==> src/rtl/spi_pkt_pkg.sv <==
// Shared frame layout, constants and FSM state type for the sensor packet SPI master.
package spi_pkt_pkg;

  localparam int unsigned PACKET_SIZE = 16;
  localparam int unsigned FRAME_BITS  = PACKET_SIZE * 8;
  localparam logic [7:0]  HEADER_BYTE = 8'hAA;
  localparam logic [3:0]  LAST_BYTE   = 4'(PACKET_SIZE - 1);

  localparam int unsigned IDX_HEADER = 0;
  localparam int unsigned IDX_ROLL   = 1;
  localparam int unsigned IDX_PITCH  = 3;
  localparam int unsigned IDX_YAW    = 5;
  localparam int unsigned IDX_GYRO_X = 7;
  localparam int unsigned IDX_GYRO_Y = 9;
  localparam int unsigned IDX_GYRO_Z = 11;
  localparam int unsigned IDX_FLAGS  = 13;
  localparam int unsigned IDX_RSVD   = 14;
  localparam int unsigned IDX_CSUM   = 15;

  // LSB offsets inside the packed frame; byte 0 occupies the top 8 bits so it shifts out first.
  localparam int unsigned HEADER_LSB = FRAME_BITS - 8 * (IDX_HEADER + 1);
  localparam int unsigned ROLL_LSB   = FRAME_BITS - 8 * (IDX_ROLL + 2);
  localparam int unsigned PITCH_LSB  = FRAME_BITS - 8 * (IDX_PITCH + 2);
  localparam int unsigned YAW_LSB    = FRAME_BITS - 8 * (IDX_YAW + 2);
  localparam int unsigned GYRO_X_LSB = FRAME_BITS - 8 * (IDX_GYRO_X + 2);
  localparam int unsigned GYRO_Y_LSB = FRAME_BITS - 8 * (IDX_GYRO_Y + 2);
  localparam int unsigned GYRO_Z_LSB = FRAME_BITS - 8 * (IDX_GYRO_Z + 2);
  localparam int unsigned FLAGS_LSB  = FRAME_BITS - 8 * (IDX_FLAGS + 1);
  localparam int unsigned RSVD_LSB   = FRAME_BITS - 8 * (IDX_RSVD + 1);
  localparam int unsigned CSUM_LSB   = FRAME_BITS - 8 * (IDX_CSUM + 1);

  typedef enum logic [2:0] {
    ST_IDLE,
    ST_SETUP,
    ST_SHIFT,
    ST_HOLD,
    ST_GAP
  } state_e;

  function automatic logic [7:0] fold16(input logic [15:0] v);
    return v[15:8] ^ v[7:0];
  endfunction

endpackage

==> src/rtl/spi_sck_gen.sv <==
// SCK divider: while enabled, emits a rise or fall strobe every CLK_DIV clk cycles, starting low.
module spi_sck_gen #(
  parameter int CLK_DIV = 4
) (
  input  logic clk,
  input  logic rst_n,
  input  logic en_i,
  output logic rise_o,
  output logic fall_o
);

  localparam logic [7:0] DIV_LAST = 8'(CLK_DIV - 1);

  logic [7:0] div_q;
  logic       phase_q;
  logic       tick;

  assign tick   = en_i && (div_q == DIV_LAST);
  assign rise_o = tick && !phase_q;
  assign fall_o = tick && phase_q;

  always_ff @(posedge clk) begin
    if (!rst_n || !en_i) begin
      div_q   <= '0;
      phase_q <= 1'b0;
    end else if (tick) begin
      div_q   <= '0;
      phase_q <= ~phase_q;
    end else begin
      div_q <= div_q + 8'd1;
    end
  end

endmodule

==> src/rtl/sensor_packet_spi_master.sv <==
// Latches a 16-byte sensor frame on start and shifts it out as an SPI Mode 0 master.
// Define SPI_PKT_CHECKSUM_EN to place the XOR of bytes 0..14 in byte 15.
module sensor_packet_spi_master
  import spi_pkt_pkg::*;
#(
  parameter int CLK_DIV    = 4,
  parameter int GAP_CYCLES = 8
) (
  input  logic        clk,
  input  logic        rst_n,
  input  logic        start,
  input  logic [15:0] roll,
  input  logic [15:0] pitch,
  input  logic [15:0] yaw,
  input  logic [15:0] gyro_x,
  input  logic [15:0] gyro_y,
  input  logic [15:0] gyro_z,
  input  logic [7:0]  flags,
  output logic        cs_n,
  output logic        sck,
  output logic        sdo,
  output logic        busy,
  output logic        done
);

  localparam logic [15:0] DIV_LAST = 16'(CLK_DIV - 1);
  localparam logic [15:0] GAP_LAST = 16'((GAP_CYCLES > 0) ? GAP_CYCLES - 1 : 0);

  state_e                  state_q;
  logic [FRAME_BITS-1:0]   frame_q;
  logic [FRAME_BITS-1:0]   frame_d;
  logic [15:0]             cnt_q;
  logic [2:0]              bit_q;
  logic [3:0]              byte_q;
  logic [6:0]              next_idx;
  logic                    cs_n_q;
  logic                    sck_q;
  logic                    sdo_q;
  logic                    busy_q;
  logic                    done_q;
  logic                    sck_rise;
  logic                    sck_fall;

  spi_sck_gen #(.CLK_DIV(CLK_DIV)) u_sck_gen (
    .clk    (clk),
    .rst_n  (rst_n),
    .en_i   (state_q == ST_SHIFT),
    .rise_o (sck_rise),
    .fall_o (sck_fall)
  );

  always_comb begin
    frame_d = '0;
    frame_d[HEADER_LSB +: 8]  = HEADER_BYTE;
    frame_d[ROLL_LSB   +: 16] = roll;
    frame_d[PITCH_LSB  +: 16] = pitch;
    frame_d[YAW_LSB    +: 16] = yaw;
    frame_d[GYRO_X_LSB +: 16] = gyro_x;
    frame_d[GYRO_Y_LSB +: 16] = gyro_y;
    frame_d[GYRO_Z_LSB +: 16] = gyro_z;
    frame_d[FLAGS_LSB  +: 8]  = flags;
    frame_d[RSVD_LSB   +: 8]  = 8'h00;
`ifdef SPI_PKT_CHECKSUM_EN
    frame_d[CSUM_LSB +: 8] = HEADER_BYTE ^ fold16(roll) ^ fold16(pitch) ^ fold16(yaw)
                           ^ fold16(gyro_x) ^ fold16(gyro_y) ^ fold16(gyro_z) ^ flags;
`else
    frame_d[CSUM_LSB +: 8] = 8'h00;
`endif
  end

  // {byte,bit} is the serial bit number; its complement is the frame bit position.
  assign next_idx = {byte_q, bit_q} + 7'd1;

  always_ff @(posedge clk) begin
    if (!rst_n) begin
      state_q <= ST_IDLE;
      frame_q <= '0;
      cnt_q   <= '0;
      bit_q   <= '0;
      byte_q  <= '0;
      cs_n_q  <= 1'b1;
      sck_q   <= 1'b0;
      sdo_q   <= 1'b0;
      busy_q  <= 1'b0;
      done_q  <= 1'b0;
    end else begin
      done_q <= 1'b0;
      case (state_q)
        ST_IDLE: begin
          if (start) begin
            frame_q <= frame_d;
            busy_q  <= 1'b1;
            cs_n_q  <= 1'b0;
            sdo_q   <= frame_d[FRAME_BITS-1];
            cnt_q   <= '0;
            bit_q   <= '0;
            byte_q  <= '0;
            state_q <= ST_SETUP;
          end
        end
        ST_SETUP: begin
          if (cnt_q == DIV_LAST) begin
            cnt_q   <= '0;
            state_q <= ST_SHIFT;
          end else begin
            cnt_q <= cnt_q + 16'd1;
          end
        end
        ST_SHIFT: begin
          if (sck_rise) begin
            sck_q <= 1'b1;
          end
          if (sck_fall) begin
            sck_q <= 1'b0;
            if (byte_q == LAST_BYTE && bit_q == 3'd7) begin
              bit_q   <= '0;
              byte_q  <= '0;
              state_q <= ST_HOLD;
            end else begin
              bit_q  <= bit_q + 3'd1;
              byte_q <= (bit_q == 3'd7) ? byte_q + 4'd1 : byte_q;
              sdo_q  <= frame_q[~next_idx];
            end
          end
        end
        ST_HOLD: begin
          if (cnt_q == DIV_LAST) begin
            cnt_q   <= '0;
            cs_n_q  <= 1'b1;
            sdo_q   <= 1'b0;
            done_q  <= 1'b1;
            state_q <= ST_GAP;
          end else begin
            cnt_q <= cnt_q + 16'd1;
          end
        end
        ST_GAP: begin
          if (cnt_q == GAP_LAST) begin
            cnt_q   <= '0;
            busy_q  <= 1'b0;
            state_q <= ST_IDLE;
          end else begin
            cnt_q <= cnt_q + 16'd1;
          end
        end
        default: state_q <= ST_IDLE;
      endcase
    end
  end

  assign cs_n = cs_n_q;
  assign sck  = sck_q;
  assign sdo  = sdo_q;
  assign busy = busy_q;
  assign done = done_q;

endmodule

==> config.mk <==
export PLATFORM = sky130hd
export DESIGN_NAME = sensor_packet_spi_master
export DESIGN_NICKNAME = d
export VERILOG_FILES = /design/src/rtl/spi_pkt_pkg.sv /design/src/rtl/spi_sck_gen.sv /design/src/rtl/sensor_packet_spi_master.sv
export SDC_FILE = /design/constraint.sdc
export NUM_CORES = 1
export LEC_CHECK = 0
export CAP_MARGIN = 5
export CORE_MARGIN = 3
export CORE_UTILIZATION = 48
export CTS_CLUSTER_DIAMETER = 100
export DETAILED_ROUTE_END_ITERATION = 6
export PLACE_DENSITY = 0.84
export REMOVE_ABC_BUFFERS = 1
export SLEW_MARGIN = 20
export SYNTH_ARGS = -nofsm -noshare
export SYNTH_HDL_FRONTEND = slang
export SYNTH_SLANG_ARGS = --single-unit
==> constraint.sdc <==
create_clock -name clk -period 2.2 [get_ports clk]
set_clock_uncertainty 0.05 [all_clocks]
set_input_delay 0.55 -clock clk [delete_from_list [all_inputs] [get_ports clk]]
set_output_delay 0.55 -clock clk [all_outputs]
set_load 0.01 [all_outputs]
==> reports/summary.txt <==
Status -> finished with violations
Failing checks -> negative setup slack
Initial core utilization -> 0.502
Final slew viol count -> 0
Leak Pwr -> 3.25 nW
Initial antenna violation count -> 0
Min Hold Slack -> 0.390 ns
Hold WC Path Type -> reg2reg
Antenna diodes -> 0
Via count -> 5,917
Dpl cells -> 1,050
Final ANT Viol Nets -> 0
Core region area -> 0.0129 mm2
Mean Syn Cell Area -> 8.41 um2
Fmax -> 443 MHz
VDD IR max -> 0.601 mV
Synth top cells by count -> 228 x nand2_1, 145 x dfxtp_1, 120 x a21oi_1, 42 x nor2_1, 39 x clkbuf_1
Clk_lat worst skew -> 0.42 ns
TNS Setup -> -0.0557 ns
Vias in the first global route -> 5,767
Ys Warns -> 0
# IOs -> 112
Fill cells -> 945
Relative slew slack -> 0.651
DR WL/cell -> 15.4 um
Worst-Margin Slew -> 0.521 ns
Share of cells above drive strength 1 -> 0.136
Yosys cell types -> 51
Top cell type's share of synthesized area -> 0.449
Synth Flop Type -> dfxtp_1
CP required -> 2.45 ns
RSZ-0062 raised after global routing -> true
Most common cell in the netlist -> nand2_1
Synthesis-to-layout area growth -> 35.8%
Fin. Hold Viols -> 0
First-pass GRT wire length -> 26,900 um
Post-Syn Instances -> 768
Initial drt markers -> 449
Startpoint Class -> flip-flop
Synth top area cells -> dfxtp_1 45%, nand2_1 13%, a21oi_1 9.3%, mux4_2 5.9%, mux4_1 2.8%
First drt pass iteration count -> 5
Arr. time, crit path -> 2.50 ns
Crit path capture type -> flip-flop
Tmin final -> 2.26 ns
Max cap viols -> 0
Synthesized area -> 0.00646 mm2
Met1 usage -> 0.284
Register clock-pin slew on the reported worst setup and hold paths -> 0.07 ns
DRC Markers -> 0
Crit Path Category -> reg2reg
DP Wirelength -> 11,000 um
Layer with the highest usage -> met2
Crit-path max FO -> 4
Largest net degree at the start of global routing -> 66
Clk sinks -> 145
Final GP Congestion -> 0.877
Pre-CTS setup slack -> -0.116 ns
Depth of the CTS H-tree -> 4
Fin worst setup slack -> -0.0557 ns
Reg2reg setup slack -> -0.06 ns
Num rows -> 41
Final Cycle Share -> 1.03
Cell area power density -> 744 mW/mm2
Async set or reset register ratio after synthesis -> 0
Non-filler cells, final -> 1,087
GR Util met3 -> 0.0511
TritonCTS Buffers -> 17
Clock Path Buffers -> 2
Synthesized flop and latch total -> 145
Post-synth EDFFs -> 0
Post-synthesis sequential area ratio -> 0.449
Area leader, netlist -> dfxtp_1
GR Util met2 -> 0.390
CTS tree -> yes
Total Routed Length -> 16,700 um
Die Height -> 122 um
Pwr Total -> 6.53 mW
Clock Tree Root -> clkbuf_16
All-Layer GR Usage -> 0.227
DR vias/cell -> 5.44
DIE AREA -> 0.0149 mm2
Finish-stage setup viols -> 1
Total global routing overflow -> 0
Port bufs -> 111
Die span in x -> 122 um
Final #Nets -> 1,014
==> routing by layer <==
metal  share of wire  up-vias
met5               0        -
met1            0.41     2763
met2            0.51      213
met3           0.057       36
li1                -     2905
met4           0.021        0
==> final cells by class <==
type                    instances  area (um2)  share of cell area
inverters                       7        27.5             0.00314
multi-input cells             565        3340               0.381
well taps                     172         215              0.0245
clock buffers                  18         439              0.0501
flip-flops and latches        145        2910               0.331
repair buffers                166        1680               0.192
clock inverters                14         161              0.0184
==> final timing paths <==
check / startpoint / endpoint / cells after the start
setup reg to reg: bit_q[0] / sdo / 8
hold / removal: u_sck_gen.div_q[0] / u_sck_gen.div_q[0] / 1
hold reg to reg: u_sck_gen.div_q[0] / u_sck_gen.div_q[0] / 1
setup / recovery: bit_q[0] / sdo / 8
==> cells by family after synthesis <==
group                      after synthesis  synth area share
xor gates and xnor gates                26            0.0353
muxes                                   41             0.115
AOI/OAI and AO/OA                      152             0.129
DFF                                    145             0.449
and+or+nand+nor                        341             0.223
buffers and inverters                   58            0.0389
adders and majority gates                5           0.00969
==> layout by cell type, fill, tap and decap left out, types with 3 or more instances in the layout <==
cell	netlist	final
xnor2_1	10	10
nor2_1	42	41
buf_4	0	41
mux4_1	7	4
nand2_1	228	227
o21ai_0	9	9
buf_12	1	8
nor2b_1	4	4
inv_6	0	5
and3_1	4	4
ha_1	5	4
clkbuf_16	0	18
nor3_1	10	10
a21oi_1	120	120
mux2_2	4	4
dfxtp_1	145	144
inv_1	6	6
clkdlybuf4s50_1	0	111
nand3_1	18	18
mux2i_1	13	13
xor2_1	16	16
nand4_1	11	11
nand2b_1	4	4
buf_6	1	3
nor4_1	6	5
mux4_2	17	20
==> critical path, stage by stage, from the launching register on <==
cell	delay, ns
dfxtp_4	0.36
ha_4	0.33
clkbuf_16	0.16
mux4_2	0.29
mux2_2	0.31
a311oi_2	0.29
nand4_1	0.17
o211ai_2	0.10
a21oi_1	0.08
==> state kept, by name (all words and copies together) (netlist names) <==
signal and flops:
frame_q 105, sdo 1, byte_q 4, state_q 3
cs_n 1, u_sck_gen.phase_q 1, busy 1, cnt_q 16
sck 1, u_sck_gen.div_q 8, done 1, bit_q 3
==> through the flow <==
step / utilization / cell area [um2]
2_1_floorplan: - / 6230
3_3_place_gp: 0.624 / 8040
3_5_place_dp: 0.624 / 8040
4_1_cts: 0.678 / 8720
5_1_grt: 0.681 / 8770
6_report: 0.681 / 8770
==> where the power goes <==
part	leakage (nW)	total (mW)	internal (mW)	switching (mW)
combinational	1.78	0.811	0.437	0.374
clock	0.288	2.88	1.64	1.24
sequential	1.19	2.84	2.76	0.0787
==> timing repair <==
item,CTS,global route
setup endpoints to repair,1,17
setup buffers,3,0
gates resized for setup,11,7
hold endpoints to repair,0,0
hold buffers,0,0
gates cloned,1,1
pin swaps,0,4
Note: power is estimated with default switching activity, not from simulation.
